## config.mk

```make
export PLATFORM = sky130hd
export DESIGN_NAME = ternary_neuron_accum
export DESIGN_NICKNAME = d
export VERILOG_FILES = /design/src/rtl/ternary_neuron_accum.sv
export SDC_FILE = /design/constraint.sdc
export NUM_CORES = 1
export LEC_CHECK = 0
export ABC_AREA = 1
export CORE_UTILIZATION = 48
export CTS_BUF_LIST = sky130_fd_sc_hd__clkbuf_16
export DETAILED_ROUTE_END_ITERATION = 16
export HOLD_SLACK_MARGIN = 0.03
export MAX_ROUTING_LAYER = met4
export PLACE_DENSITY = 0.84
export SLEW_MARGIN = 0
export SYNTH_ARGS = -nofsm -noshare
export SYNTH_HDL_FRONTEND = slang
export SYNTH_SLANG_ARGS = --single-unit
```

## constraint.sdc

```tcl
create_clock -name clk -period 3.7 [get_ports clk]
set_input_delay 0.925 -clock clk [delete_from_list [all_inputs] [get_ports clk]]
set_output_delay 0.925 -clock clk [all_outputs]
set_load 0.02 [all_outputs]
```

## src/rtl/ternary_neuron_accum.sv

```systemverilog
// Ternary neuron accumulator: sums signed popcount differences over N_CHUNKS beats,
// thresholds the total and holds a 2-bit activation. Optional clamping via TNEURON_SAT_EN.
module ternary_neuron_accum #(
   parameter int N_CHUNKS = 4,
   parameter int ACC_W    = 8
) (
   input  logic             clk,
   input  logic             rst,
   input  logic             in_valid,
   output logic             in_ready,
   input  logic [4:0]       pos_cnt,
   input  logic [4:0]       neg_cnt,
   input  logic             in_last,
   input  logic [ACC_W-1:0] thr_hi,
   input  logic [ACC_W-1:0] thr_lo,
   output logic             out_valid,
   input  logic             out_ready,
   output logic [1:0]       out_act,
   output logic [ACC_W-1:0] out_sum,
   output logic             out_err,
   output logic             out_sat
);

   localparam int CNT_W = (N_CHUNKS > 1) ? $clog2(N_CHUNKS) : 1;
   localparam logic [CNT_W-1:0] LAST_CNT = CNT_W'(N_CHUNKS - 1);

   typedef enum logic {ACC, HOLD} state_t;

   state_t                  state_reg, state_next;
   logic signed [ACC_W-1:0] sum_reg, sum_next, add_res;
   logic signed [ACC_W-1:0] thr_hi_reg, thr_lo_reg, thr_hi_eff, thr_lo_eff;
   logic [CNT_W-1:0]        cnt_reg;
   logic                    sat_reg, sat_next, clamp;
   logic signed [5:0]       diff;
   logic signed [ACC_W-1:0] diff_ext;
   logic                    accept, first, last_cnt, final_beat;
   logic [1:0]              act_next;
   logic [1:0]              act_reg;
   logic [ACC_W-1:0]        out_sum_reg;
   logic                    err_reg, out_sat_reg;

`ifdef TNEURON_SAT_EN
   localparam logic signed [ACC_W-1:0] SUM_MAX = {1'b0, {(ACC_W-1){1'b1}}};
   localparam logic signed [ACC_W-1:0] SUM_MIN = {1'b1, {(ACC_W-1){1'b0}}};
   logic signed [ACC_W:0] wide_sum;
`endif

   always_comb begin
      accept     = in_valid && in_ready;
      first      = (cnt_reg == '0);
      last_cnt   = (cnt_reg == LAST_CNT);
      final_beat = last_cnt || in_last;
      // Popcounts may reach 31, so the difference needs the full 6-bit signed range.
      diff       = $signed({1'b0, pos_cnt}) - $signed({1'b0, neg_cnt});
      diff_ext   = ACC_W'(diff);
   end

`ifdef TNEURON_SAT_EN
   always_comb begin
      wide_sum = {sum_reg[ACC_W-1], sum_reg} + {diff_ext[ACC_W-1], diff_ext};
      clamp    = (wide_sum[ACC_W] != wide_sum[ACC_W-1]);
      if (clamp)
         add_res = wide_sum[ACC_W] ? SUM_MIN : SUM_MAX;
      else
         add_res = wide_sum[ACC_W-1:0];
   end
`else
   always_comb begin
      add_res = sum_reg + diff_ext;
      clamp   = 1'b0;
   end
`endif

   always_comb begin
      sum_next   = first ? diff_ext : add_res;
      sat_next   = first ? 1'b0 : (sat_reg || clamp);
      // Thresholds arriving with chunk 0 must apply even when that beat is also final.
      thr_hi_eff = first ? $signed(thr_hi) : thr_hi_reg;
      thr_lo_eff = first ? $signed(thr_lo) : thr_lo_reg;
      if (sum_next > thr_hi_eff)
         act_next = 2'b01;
      else if (sum_next < thr_lo_eff)
         act_next = 2'b11;
      else
         act_next = 2'b00;
   end

   always_comb begin
      state_next = state_reg;
      in_ready   = 1'b0;
      out_valid  = 1'b0;
      case (state_reg)
         ACC: begin
            in_ready = 1'b1;
            if (accept && final_beat)
               state_next = HOLD;
         end
         HOLD: begin
            out_valid = 1'b1;
            if (out_ready)
               state_next = ACC;
         end
         default: state_next = ACC;
      endcase
   end

   always_ff @(posedge clk) begin
      if (rst) begin
         state_reg   <= ACC;
         sum_reg     <= '0;
         cnt_reg     <= '0;
         thr_hi_reg  <= '0;
         thr_lo_reg  <= '0;
         sat_reg     <= 1'b0;
         act_reg     <= 2'b00;
         out_sum_reg <= '0;
         err_reg     <= 1'b0;
         out_sat_reg <= 1'b0;
      end else begin
         state_reg <= state_next;
         if (accept) begin
            sum_reg <= sum_next;
            sat_reg <= sat_next;
            cnt_reg <= final_beat ? '0 : cnt_reg + CNT_W'(1);
            if (first) begin
               thr_hi_reg <= $signed(thr_hi);
               thr_lo_reg <= $signed(thr_lo);
            end
            if (final_beat) begin
               act_reg     <= act_next;
               out_sum_reg <= sum_next;
               err_reg     <= in_last ^ last_cnt;
               out_sat_reg <= sat_next;
            end
         end
      end
   end

   assign out_act = act_reg;
   assign out_sum = out_sum_reg;
   assign out_err = err_reg;
   assign out_sat = out_sat_reg;

endmodule

```

==> results by group <==
Clock tree
  – TritonCTS Buffers: 5
  – Clock root buffer master: clkbuf_16
  – H-tree levels: 2
  – CTS tree: done
  – Worst skew pair latency: 0.28 ns
  – Total clock sinks: 40
  – Clock transition at path regs: 0.06 ns
  – Clk buf depth: 2

Logic synthesis
  – Yosys warnings: 0
  – Synth Area in Compound Gates: between 20 and 25%
  – Top FF cell, synth: dfxtp_1
  – Simple-gate share of the synthesized area: 19.2%
  – Syn_nets: between 400 and 500
  – Flop and latch count out of synthesis: 40
  – FFs w/ async S/R, synth: 0%
  – Post-synthesis cell count: 371
  – Syn_area_per_cell: around 7.0 sq um
  – Synth top area share: 30.9%
  – Synth Area in Adders: between 15 and 20%
  – Synth top cells by count: nand2_1 (81), inv_1 (60), o21ai_0 (51)
  – Ranking of synthesized cells by area: dfxtp_1 (31%), ha_1 (15%), nand2_1 (12%)
  – Number of flops mapped to enable cells by yosys: 0
  – Register area share after synthesis: a little under a third
  – Post-synthesis mux area share: 0%
  – Most common cell in the netlist: nand2_1
  – Count of cell types in the netlist: 31
  – XOR/XNOR Fraction of Synth Area: less than 1%
  – Post-synth design cell area: roughly 2600 sq um
  – Cell taking the most area after synthesis: dfxtp_1
  – Largest family of logic cells by synthesized area: compound AO/OA/AOI/OAI gates

Floorplan
  – Die W: 75.4 um
  – # IOs: 45
  – Die Ht: roughly 75 um
  – Num rows: 26
  – Die ar.: around 5700 sq um
  – Initial core utilization: between 50% and 60%
  – Total core area: 5140 sq um

Drt
  – First-iteration detailed-routing DRC count: 216
  – DRC: 0
  – Router iterations before antenna repair: 5
  – Remaining antenna violation count: 0
  – Average wire per cell in the routed design: around 16 um
  – Routed WL: approximately 8400 um
  – Via count: 2934
  – DR vias/cell: between 5 and 6

Setup path
  – Reg2reg end: out_act[0]
  – R2r setup slk: 0.93 ns
  – CP max-delay cell: fa_2
  – Crit path DAT: around 4.2 ns
  – Crit path launch: pos_cnt[0]
  – Top cell family by delay on the critical path: adder cells
  – Kind of critical path: input port to register
  – Reg2reg path depth: 19
  – CP endpoint kind: register
  – Crit path cell chain: buf_8 -> inv_12 -> ha_4 -> inv_4 -> fa_2 -> buf_4 -> xor2_2 -> ha_1 -> buf_4 -> a21o_1 -> buf_4 -> nand2_1 -> a31o_2 -> nand3_1 -> nand2_2 -> inv_2 -> ha_1 -> and3_1 -> a31oi_1 -> nand2_2 -> o21ai_2 -> inv_1 -> a21oi_2
  – Setup crit start kind: input port
  – Crit path max fanout: 3
  – Worst stage delay on the critical path: 0.40 ns
  – R2r startpoint: sum_reg[0]
  – Data required, critical path: ~3.9 ns
  – Buf/Inv on CP: 8
  – Cell mode on critical path: buf_4

STA
  – Final hold violation count: 0
  – Min Hold Slack: about 0.45 ns
  – Worst Skew: 0.00614 ns
  – Setup TNS: -0.952 ns
  – Final setup fails: 4
  – Setup slack after layout: -0.262 ns
  – FMAX: about 250 MHz
  – RSZ-0062 raised after global routing: true
  – Final Critical Period: 3.96 ns
  – Fin crit share: 107%
  – Slew Limit Fails: 0
  – Pin slew with the least headroom to its limit: 0.792 ns
  – Rel. slew slack: a little under half

Placement
  – RD Place Congestion: 0.910
  – IO buf count: 44
  – Placed Cells: 500
  – Hpwl dp: between 4000 and 5000 um

Worst hold path
  – Hold Path End: thr_hi_reg[7]
  – Hold Path Class: register to register
  – WHS Path Cells: 2
  – Start point of the worst min-delay path: thr_hi_reg[7]

Global route
  – GRT Overall Usage: between 30 and 40%
  – First-pass GRT wire length: 12400 um
  – Initial antenna violation count: 0
  – Largest net degree at the start of global routing: 35
  – Grt ovf: 0
  – Vias in the first global route: roughly 2800

Power and ir drop
  – Leakage: 1.84 nW
  – Worst IR Drop VDD: 270 uV
  – Total power draw: a little under 2 mW
  – Cell Pwr Density: 486 nW/um^2

Cells and area
  – Final std cells w/o fill: 532
  – Ant diodes: 0
  – Final Util: between 70% and 80%
  – Fin nets: around 530
  – Layout cell share with drive strength beyond 1: a little under a third
  – Area growth, synth to finish: 54.9%

Run
  – # Max-Cap Violations: 0

Run status
  – Failing checks: negative setup slack
  – Status: finished with violations
-- cells by family (layout without fill, tap and decap cells) --
kind of cell / Yosys count / in the layout
fa+ha+maj: 33 / 33
compound gates: 104 / 104
simple gates: 118 / 118
buf+inv: 74 / 165
flops: 40 / 40
xor+xnor: 2 / 2
-- cells in the final DEF, fill, tap and decap left out, types with 2 or more instances in the layout --
cell | Yosys | final
o21ai_0 | 51 | 47
o21ai_1 | 0 | 2
buf_4 | 0 | 47
nor2_2 | 0 | 3
o21bai_1 | 3 | 2
inv_1 | 60 | 48
clkdlybuf4s50_1 | 0 | 34
dfxtp_1 | 40 | 40
clkbuf_16 | 0 | 5
dlygate4sd2_1 | 0 | 6
or2_4 | 0 | 3
ha_4 | 0 | 15
nand2_2 | 1 | 15
nor2_1 | 13 | 10
nand3_1 | 11 | 7
nand3_2 | 1 | 5
buf_6 | 0 | 3
inv_4 | 0 | 2
clkdlybuf4s15_1 | 0 | 2
a21oi_2 | 1 | 7
xor2_2 | 0 | 2
nand2_1 | 81 | 63
inv_2 | 3 | 12
o21ai_2 | 2 | 4
nand4_1 | 4 | 4
ha_1 | 31 | 16
a21oi_1 | 37 | 31
nand2_4 | 0 | 4
-- power breakdown --
| group | switching [mW] | leakage (nW) | internal [mW] |
|---|---|---|---|
| clock | 0.182 | 0.0814 | 0.317 |
| combinational | 0.505 | 1.43 | 0.448 |
| sequential | 0.0247 | 0.330 | 0.474 |
-- through the flow --
step           cell area, sq um  worst slack, ns
3_5_place_dp               3340           -0.948
2_1_floorplan              2660           -0.109
5_1_grt                    4010           -0.389
4_1_cts                    3890          -0.0996
6_report                   4010           -0.262
3_3_place_gp               3340           -0.885
-- routing by layer --
| layer | track usage [%] | vias to the layer above | part of all wire, % |
|---|---|---|---|
| li1 | - | 1391 | - |
| met1 | 31.9 | 1365 | 38 |
| met2 | 52.6 | 133 | 51 |
| met3 | 6.61 | 45 | 6.0 |
| met4 | 15.8 | 0 | 4.4 |
| met5 | - | - | 0 |
-- worst reg2reg max path, cell delays in order (launching register included) --
cell and delay [ns]:
dfxtp_1 0.34, ha_1 0.18, inv_1 0.06, fa_1 0.37, inv_1 0.13, a31oi_2 0.12, buf_4 0.15, nand2_1 0.07
nand3_2 0.10, nand2_4 0.11, inv_2 0.06, buf_6 0.11, ha_4 0.14, a21oi_2 0.13, nor2_2 0.05, a211oi_2 0.17
nand2_1 0.10, nand2_2 0.08, nand3_2 0.08, a21oi_2 0.14
-- area by class of cell --
class                      instances  area, sq um
fill                             351         1130
multi-input combinational        257         1880
clock buffer                       5          125
tap                               70         87.6
sequential                        40          801
timing repair buffer              94          820
clock inverter                     3         42.5
inverter                          63          254
-- worst max-delay path by stage --
stage,to,cells past startpoint,slack (ns)
final,out_act[0],23,-0.26
after global routing,out_act[0],26,-0.39
after CTS,out_act[0],26,-0.1
after detailed placement,out_act[0],29,-0.95
after global placement,out_act[0],29,-0.88
after floorplan,out_act[0],28,-0.11
-- repair_timing --
| item | 4_1_cts | 5_1_grt |
|---|---|---|
| hold buffers | 0 | 0 |
| endpoints found under the setup margin | 2 | 4 |
| resized for setup | 70 | 21 |
| pin swaps | 30 | 22 |
| buffers inserted | 19 | 5 |
No activity file was read; power rests on OpenSTA's default activity.
